**src/rtl/exec_mc_stage.sv**
```systemverilog
// Execute stage with EX/MEM output register: single-cycle ALU plus an iterative
// 1-bit-per-cycle MUL/DIVU/REMU engine sequenced by an IDLE/RUN/DONE FSM.
module exec_mc_stage #(
  parameter int N    = 24,
  parameter int RW   = 4,
  parameter int SB_W = 16
) (
  input  logic            clk,
  input  logic            rst,
  input  logic            en,
  input  logic            flush,
  input  logic            in_valid,
  output logic            in_ready,
  input  logic [N-1:0]    op_a,
  input  logic [N-1:0]    op_b,
  input  logic [N-1:0]    store_data,
  input  logic [3:0]      alu_ctrl,
  input  logic [RW-1:0]   rc,
  input  logic [SB_W-1:0] sideband,
  output logic            out_valid,
  output logic [N-1:0]    out_result,
  output logic            out_zero,
  output logic            out_neg,
  output logic [RW-1:0]   out_rc,
  output logic [N-1:0]    out_store,
  output logic [SB_W-1:0] out_sideband,
  output logic            busy
);
  localparam int CW = $clog2(N);
  localparam logic [3:0] OP_MUL  = 4'hA;
  localparam logic [3:0] OP_DIVU = 4'hB;
  localparam logic [3:0] OP_REMU = 4'hC;

  typedef enum logic [1:0] {S_IDLE, S_RUN, S_DONE} state_t;

  state_t          r_state;
  logic [CW-1:0]   r_cnt;
  logic [N-1:0]    r_acc;
  logic [N-1:0]    r_mcand;
  logic [N-1:0]    r_mplier;
  logic [3:0]      r_op;
  logic [RW-1:0]   r_rc;
  logic [N-1:0]    r_store;
  logic [SB_W-1:0] r_sb;

  logic            w_multi;
  logic            w_accept;
  logic            w_start;
  logic [N-1:0]    w_alu;
  logic [N-1:0]    w_mc_res;
  logic [N:0]      w_rsh;
  logic [N-1:0]    w_rdiff;
  logic            w_ge;

  function automatic logic [N-1:0] alu_f(input logic [3:0] ctrl,
                                         input logic [N-1:0] a,
                                         input logic [N-1:0] b);
    logic [N-1:0] sh;
    sh = b % N'(N);
    case (ctrl)
      4'h0:    alu_f = a + b;
      4'h1:    alu_f = a - b;
      4'h2:    alu_f = a & b;
      4'h3:    alu_f = a | b;
      4'h4:    alu_f = a ^ b;
      4'h5:    alu_f = a << sh;
      4'h6:    alu_f = a >> sh;
      4'h7:    alu_f = $unsigned($signed(a) >>> sh);
      4'h8:    alu_f = {{(N-1){1'b0}}, ($signed(a) < $signed(b))};
      4'h9:    alu_f = b;
      default: alu_f = '0;
    endcase
  endfunction

  assign in_ready = (r_state == S_IDLE) & en & rst;
  assign busy     = (r_state != S_IDLE);
  assign w_multi  = (alu_ctrl == OP_MUL) | (alu_ctrl == OP_DIVU) | (alu_ctrl == OP_REMU);
  assign w_accept = in_valid & in_ready & ~flush;
  assign w_start  = w_accept & w_multi;
  assign w_alu    = alu_f(alu_ctrl, op_a, op_b);

  // Restoring divide step: partial remainder shifted left by one dividend bit
  assign w_rsh    = {r_acc, r_mplier[N-1]};
  assign w_ge     = (w_rsh >= {1'b0, r_mcand});
  assign w_rdiff  = w_rsh[N-1:0] - r_mcand;
  assign w_mc_res = (r_op == OP_DIVU) ? r_mplier : r_acc;

  // Control: FSM and EX/MEM output register
  always_ff @(posedge clk or negedge rst) begin
    if (!rst) begin
      r_state      <= S_IDLE;
      r_cnt        <= '0;
      out_valid    <= 1'b0;
      out_result   <= '0;
      out_zero     <= 1'b0;
      out_neg      <= 1'b0;
      out_rc       <= '0;
      out_store    <= '0;
      out_sideband <= '0;
    end else if (flush) begin
      r_state      <= S_IDLE;
      r_cnt        <= '0;
      out_valid    <= 1'b0;
      out_result   <= '0;
      out_zero     <= 1'b0;
      out_neg      <= 1'b0;
      out_rc       <= '0;
      out_store    <= '0;
      out_sideband <= '0;
    end else begin
      case (r_state)
        S_IDLE: begin
          if (w_start) begin
            r_state <= S_RUN;
            r_cnt   <= CW'(N - 1);
          end
        end
        S_RUN: begin
          if (r_cnt == '0) r_state <= S_DONE;
          else             r_cnt   <= r_cnt - CW'(1);
        end
        S_DONE: begin
          if (en) r_state <= S_IDLE;
        end
        default: r_state <= S_IDLE;
      endcase

      // Bubbles only drop valid; payload fields keep their last contents
      if (en) begin
        if (r_state == S_DONE) begin
          out_valid    <= 1'b1;
          out_result   <= w_mc_res;
          out_zero     <= (w_mc_res == '0);
          out_neg      <= w_mc_res[N-1];
          out_rc       <= r_rc;
          out_store    <= r_store;
          out_sideband <= r_sb;
        end else if (w_accept && !w_multi) begin
          out_valid    <= 1'b1;
          out_result   <= w_alu;
          out_zero     <= (w_alu == '0);
          out_neg      <= w_alu[N-1];
          out_rc       <= rc;
          out_store    <= store_data;
          out_sideband <= sideband;
        end else begin
          out_valid    <= 1'b0;
        end
      end
    end
  end

  // Iterative engine datapath: MUL shifts multiplier right, DIV shifts dividend left
  always_ff @(posedge clk) begin
    if (w_start) begin
      r_op    <= alu_ctrl;
      r_rc    <= rc;
      r_store <= store_data;
      r_sb    <= sideband;
      r_acc   <= '0;
      if (alu_ctrl == OP_MUL) begin
        r_mcand  <= op_a;
        r_mplier <= op_b;
      end else begin
        r_mcand  <= op_b;
        r_mplier <= op_a;
      end
    end else if (r_state == S_RUN) begin
      if (r_op == OP_MUL) begin
        r_acc    <= r_acc + (r_mplier[0] ? r_mcand : '0);
        r_mcand  <= r_mcand << 1;
        r_mplier <= r_mplier >> 1;
      end else begin
        r_acc    <= w_ge ? w_rdiff : w_rsh[N-1:0];
        r_mplier <= {r_mplier[N-2:0], w_ge};
      end
    end
  end
endmodule

```
**config.mk**
```make
export PLATFORM = sky130hd
export DESIGN_NAME = exec_mc_stage
export DESIGN_NICKNAME = d
export VERILOG_FILES = /design/src/rtl/exec_mc_stage.sv
export SDC_FILE = /design/constraint.sdc
export NUM_CORES = 1
export LEC_CHECK = 0
export CORE_UTILIZATION = 55
export CTS_BUF_LIST = sky130_fd_sc_hd__clkbuf_8
export DETAILED_ROUTE_END_ITERATION = 16
export HOLD_SLACK_MARGIN = 0.06
export PLACE_DENSITY = 0.88
export SETUP_SLACK_MARGIN = 0.2
export SLEW_MARGIN = 10
export SYNTH_ARGS = -nofsm -noshare
export SYNTH_HDL_FRONTEND = slang
export SYNTH_SLANG_ARGS = --single-unit
```
**constraint.sdc**
```tcl
create_clock -name clk -period 5 [get_ports clk]
set_input_delay 1 -clock clk [delete_from_list [all_inputs] [get_ports clk]]
set_output_delay 1 -clock clk [all_outputs]
set_load 0.01 [all_outputs]
```
; ---- Word-level counts from Yosys, hierarchy flattened
; Cells that the tools add are included.
[word_totals]
ff_bits = 198
latchBits = 0
mem_bits_rw = 0
rom_bits = 0
inputBits = 101
out_inout_bits = 73
elab_cells = 125
mem_count = 0
[op_classes]
add_sub_neg = 5
multipliers = 0
n_div = 1
n_lt_le_gt_ge = 2
eq_ne = 20
n_shift = 3
n_mux = 50
bitwise_logic = 11
reduce_logical = 17
[ops]
columns = cell, n
row1 = 24-bit 2-to-1 mux, 20
row2 = 24-bit one-hot mux with 10 select lines, 1
row3 = 16-bit 2-to-1 mux, 4
row4 = 24-bit adder, 2
row5 = 24-bit logical NOT, 2
row6 = 24-bit subtractor, 2
row7 = 4-bit == test (second input constant), 7
row8 = 25-bit by 24-bit greater-or-equal comparator with 1-bit output, 1
row9 = 24-bit bitwise AND, 1
row10 = 24-bit < comparator, 1
row11 = 24-bit by 5-bit remainder unit with 24-bit output (second input constant), 1
row12 = 24-bit bitwise OR, 1
row13 = 24-bit by 24-bit left shift with 24-bit output, 1
row14 = 24-bit by 24-bit >> shifter with 24-bit output, 1
row15 = 24-bit by 24-bit >>> shifter with 24-bit output, 1
row16 = 24-bit bitwise XOR, 1
row17 = 4-bit by 3-bit == test with 1-bit output (second input constant), 4
row18 = 4-bit 2-to-1 mux, 4
row19 = 5-bit 2-to-1 mux, 3
row20 = 1-bit 2-to-1 mux, 12
row21 = 3-bit != test (second input constant), 4
row22 = 5-bit one-hot mux with 2 select lines, 1
row23 = 4-bit by 2-bit == test with 1-bit output (second input constant), 2
row24 = 2-bit 2-to-1 mux, 4
row25 = 17 further kinds, 28

; ---- Depth between registers and ports, before layout
[logic_depth]
depth_word = 10
ltp_mapped = 26
ltp_nobuf = 25

; ---- Worst setup path after synthesis
; Ideal clock, no wire load.
[synth_timing]
path_kind = input to register
start = input port op_b[22]
end = register out_zero
setup_time_ns = 0.066
t_arrival_ns = 6.089
required_time_ns = 4.934
path_slack_ns = -1.155
path_stages = 23
n_path_buf = 2
path_cell_list = buf_6 or4b_1 mux2i_1 o22a_2 nor2_2 a311o_1 or2_1 a311o_1 o2111ai_2 o311a_2 nand2_2 or4_4 and2_4 a31o_1 o21bai_1 and2_1 buf_6 mux2_4 a22oi_1 nand4_1 or4_1 nor4_1 a41o_1
[synth_between]
elab_chain_cells = 8
word_cells_on_any_way = 16
cone_classes = add/sub: 2 / div: 1 / order compare: 1 / shift: 3 / mux: 5 / bitwise: 3 / reduce/logical: 1
[synth_lines]
columns = element, line
row1 = from (decl), 15  ; input logic [N-1:0] op_b,
row2 = 24-bit by 5-bit remainder unit with 24-bit output, 59  ; sh = b % N'(N);
row3 = 24-bit by 24-bit >>> shifter with 24-bit output (tied with other cells), 68  ; 4'h7: alu_f = $unsigned($signed(a) >>> sh);
row4 = 24-bit one-hot mux with 10 select lines (*), 60  ; case (ctrl)
row5 = 24-bit logical NOT (*), 141  ; out_zero <= (w_alu == '0);
row6 = 1-bit 2-to-1 mux (*), 138  ; end else if (w_accept && !w_multi) begin
row7 = 1-bit 2-to-1 mux (*), 130  ; if (r_state == S_DONE) begin
row8 = 1-bit 2-to-1 mux (*), 129  ; if (en) begin
row9 = 1-bit 2-to-1 mux (*), 100  ; end else if (flush) begin
row10 = to (signal assigned), 133  ; out_zero <= (w_mc_res == '0);
row11 = to (signal assigned), 141
row12 = to (decl), 22  ; output logic out_zero,
; Mark *: on every way between the ends. The rest lies on a longest branch, timed or not. The select of a mux whose other input is x is not followed.
; A chain may end at the register's enable or synchronous reset.

; ---- Worst setup path in the final report
; Ends and elaborated chain as after synthesis.

==> impl_metrics.csv <==
group,metric,value,unit
pwr,power_frac_clock,16.2,%
finish,final_cells,3333,
sta,finalCritPeriodShare,125,%
cts,cts_root_buffer,"clkbuf_8",
detailed_routing,drt_iter0_drc,2698,
global_route,grt.overflow.total,0,
placed_design,dpl_worst_slack,-2290,ps
synth,synthArstFlopShare,39.1,%
sta,finClkSkew,17.0,ps
critical_path,critPathLaunchType,"primary input",
sta,finalSetupViolCount,25,
placed_design,io_buffers,173,
detailed_routing,vias,21900,
synth,syn_area,18800,um2
finish,num-fill-cells,2365,
cts,cts_tree,"yes",
cts,htree_levels,4,
detailed_routing,first_pass_iters,6,
cts,path_clk_slew,100,ps
detailed_routing,ant_nets,0,
floorplanning,die_w,187,um
critical_path,cp.arrival,6660,ps
cts,hold_buffers,0,
cts,clock-sinks,197,
pwr,power,6.51,mW
detailed_routing,wirelength,77300,um
critical_path,worstPathRequired,5430,ps
finish,drive_gt1_share,24.0,%
detailed_routing,avgViaCountPerCell,6.57,
status,outcome,"finished with violations",
synth,synth_warnings,0,
cts,clockBufferDepth,2,
finish,utilization,75.5,%
synth,yosys_most_used_dff,"edfxtp_1",
global_route,grt_antenna_before_repair,4,
finish,fin_nets,3094,
flow_run,cap_violations,0,
sta,hold_viol,0,
synth,synth_seq_area_share,28.1,%
synth,synth_largest_area_cell,"edfxtp_1",
pwr,power_density,257,nW/um2
critical_path,cp_max_fo,7,
sta,finalMaxSlewViolations,0,
synth,synth_area_leaders,"edfxtp_1 15%, dfrtp_1 10%, ha_1 8.0%, nand2_1 6.9%, mux2i_1 6.4%",
sta,rsz0062_at_grt,"true",
pwr,pwr-share-seq,29.2,%
pwr,swShare,40.5,%
pwr,switching_power,2.64,mW
placed_design,placed_cells,3220,
cts,numCtsBuffers,17,
detailed_routing,wl_per_cell,23.2,um
critical_path,cp-end-kind,"flip-flop",
sta,fin_ws,-1230,ps
floorplanning,ios,174,
critical_path,crit_type,"in2reg",
floorplanning,num_rows,67,
finish,syn_to_final_growth,34.7,%
global_route,grt_pass1_wl,117000,um
synth,postSynthAreaPerCell,7.79,um2
critical_path,slowest_delay,560,ps
critical_path,rr_startpoint,"r_mplier[0]",
synth,synth_commonest_cells,"348 x nand2_1, 292 x nor2_1, 179 x a21oi_1, 178 x o21ai_0, 135 x clkbuf_1",
synth,synthCells,2417,
floorplanning,initial_utilization,56.0,%
min_path,min_path_type,"reg2reg",
pwr,p_leak,10.9,nW
placed_design,gp_congestion,1.04,
pwr,combPwrFrac,54.6,%
pwr,p_int,3.88,mW
synth,yosysTopAreaCellShare,15.3,%
floorplanning,die-area,35000,um2
global_route,grt_start_max_net_pins,110,
cts,worstSkewPairLatency,500,ps
floorplanning,core_area,33600,um2
global_route,grt_pass1_vias,20700,
placed_design,dp_hpwl,56700,um
critical_path,crit_path_start,"op_b[22]",
sta,tightest_slew,1020,ps
pwr,ir_drop,0.199,mV
synth,post_synth_num_cell_types,98,
detailed_routing,drc,0,
min_path,hold_path.startpoint,"r_cnt[4]",
floorplanning,die_h,187,um
synth,synth_edf_count,96,
critical_path,critPathSlowestCell,"or4b_4",
synth,synth_most_common_cell,"nand2_1",
status,violations,"setup timing",
sta,relSlewSlack,31.8,%
synth,syn-num-nets,2643,
global_route,grtUsageTotal,42.7,%
synth,ys_ff_latch,197,
sta,period_needed,6230,ps
sta,max_freq,160,MHz
[layout by cell type, fill, tap and decap left out, drive strengths merged, types with 47 or more instances in the layout]
master / Yosys / layout
a21oi: 181 / 181
dfrtp: 77 / 77
mux2i: 121 / 121
nor2: 293 / 293
edfxtp: 96 / 96
inv: 128 / 135
ha: 121 / 121
clkdlybuf4s50: 0 / 162
buf: 32 / 433
a311oi: 47 / 47
o21ai: 181 / 181
nand2: 350 / 350
[timing repair]
item	in CTS	in global routing
pin swaps	69	62
cloned	1	1
gates resized for setup	176	125
endpoints found under the hold margin	0	0
buffers inserted	49	26
endpoints found under the setup margin	50	50
[cell type report]
class | count | area (um2) | area share [%]
diodes | 4 | 10.0 | 0.0394
clock buffers | 17 | 234 | 0.922
clock inverters | 15 | 168 | 0.661
inverters | 132 | 500 | 1.97
multi-input cells | 1922 | 13400 | 52.7
flip-flops and latches | 197 | 5290 | 20.8
well taps | 448 | 561 | 2.21
repair buffers | 598 | 5240 | 20.6
[power groups by stage]
| stage | combinational (mW) | sequential, mW | clock [mW] |
|---|---|---|---|
| 6_report | 3.56 | 1.90 | 1.05 |
| 5_1_grt | 3.75 | 1.91 | 1.11 |
| 4_1_cts | 3.20 | 1.89 | 1.05 |
| 3_5_place_dp | 2.84 | 1.92 | 0 |
| 3_3_place_gp | 2.78 | 1.92 | 0 |
| 2_1_floorplan | 1.69 | 1.89 | 0 |
[through the flow]
stage | cell area [um2] | TNS, ps | hold slack (ps)
after floorplan | 18900 | -16440 | 451
after global placement | 23300 | -48000 | 474
after detailed placement | 23300 | -54200 | 476
after CTS | 24600 | -19390 | 502
after global routing | 25400 | -30610 | 537
final | 25400 | -24190 | 511
[per-layer routing]
metal | global-route usage, % | wire (um)
met1 | 51.7 | 28300
met2 | 70.0 | 35500
met3 | 8.01 | 7740
met4 | 26.5 | 5730
met5 | 0 | 0
[worst max-delay path: cells and delay by family]
family / cells / cell delay (ps)
compound gates: 14 / 3190
simple gates: 6 / 1580
buf+inv: 6 / 700
mux: 1 / 190
[logic make-up (layout without fill, tap and decap cells)]
kind of cell | after synthesis | after routing | share of synthesized area, %
and+or+nand+nor | 882 | 882 | 20.6
AOI/OAI and AO/OA | 728 | 729 | 25.5
muxes | 150 | 150 | 9.44
other | 0 | 4 | 0
xor gates and xnor gates | 36 | 36 | 1.67
adders and majority gates | 125 | 125 | 8.46
buffers and inverters | 299 | 762 | 6.26
DFF | 197 | 197 | 28.1
[registers in the layout, summed over array words and instances, names as in the netlist]
name          flops
out_result       24
r_mplier         24
out_rc            4
out_zero          1
r_cnt             5
r_state           2
r_op              4
out_store        24
r_mcand          24
out_valid         1
r_sb             16
r_rc              4
r_store          24
out_sideband     16
r_acc            24
[final timing paths]
path	end	slack [ps]	depth (start not counted)
min in group asynchronous	out_valid	760	2
max in group asynchronous	out_result[0]	3600	2
max reg2reg	r_acc[23]	370	25
min reg2reg	r_cnt[4]	510	1
min	r_cnt[4]	510	1
max	out_zero	-1230	27
Note: power is estimated with default switching activity, not from simulation.
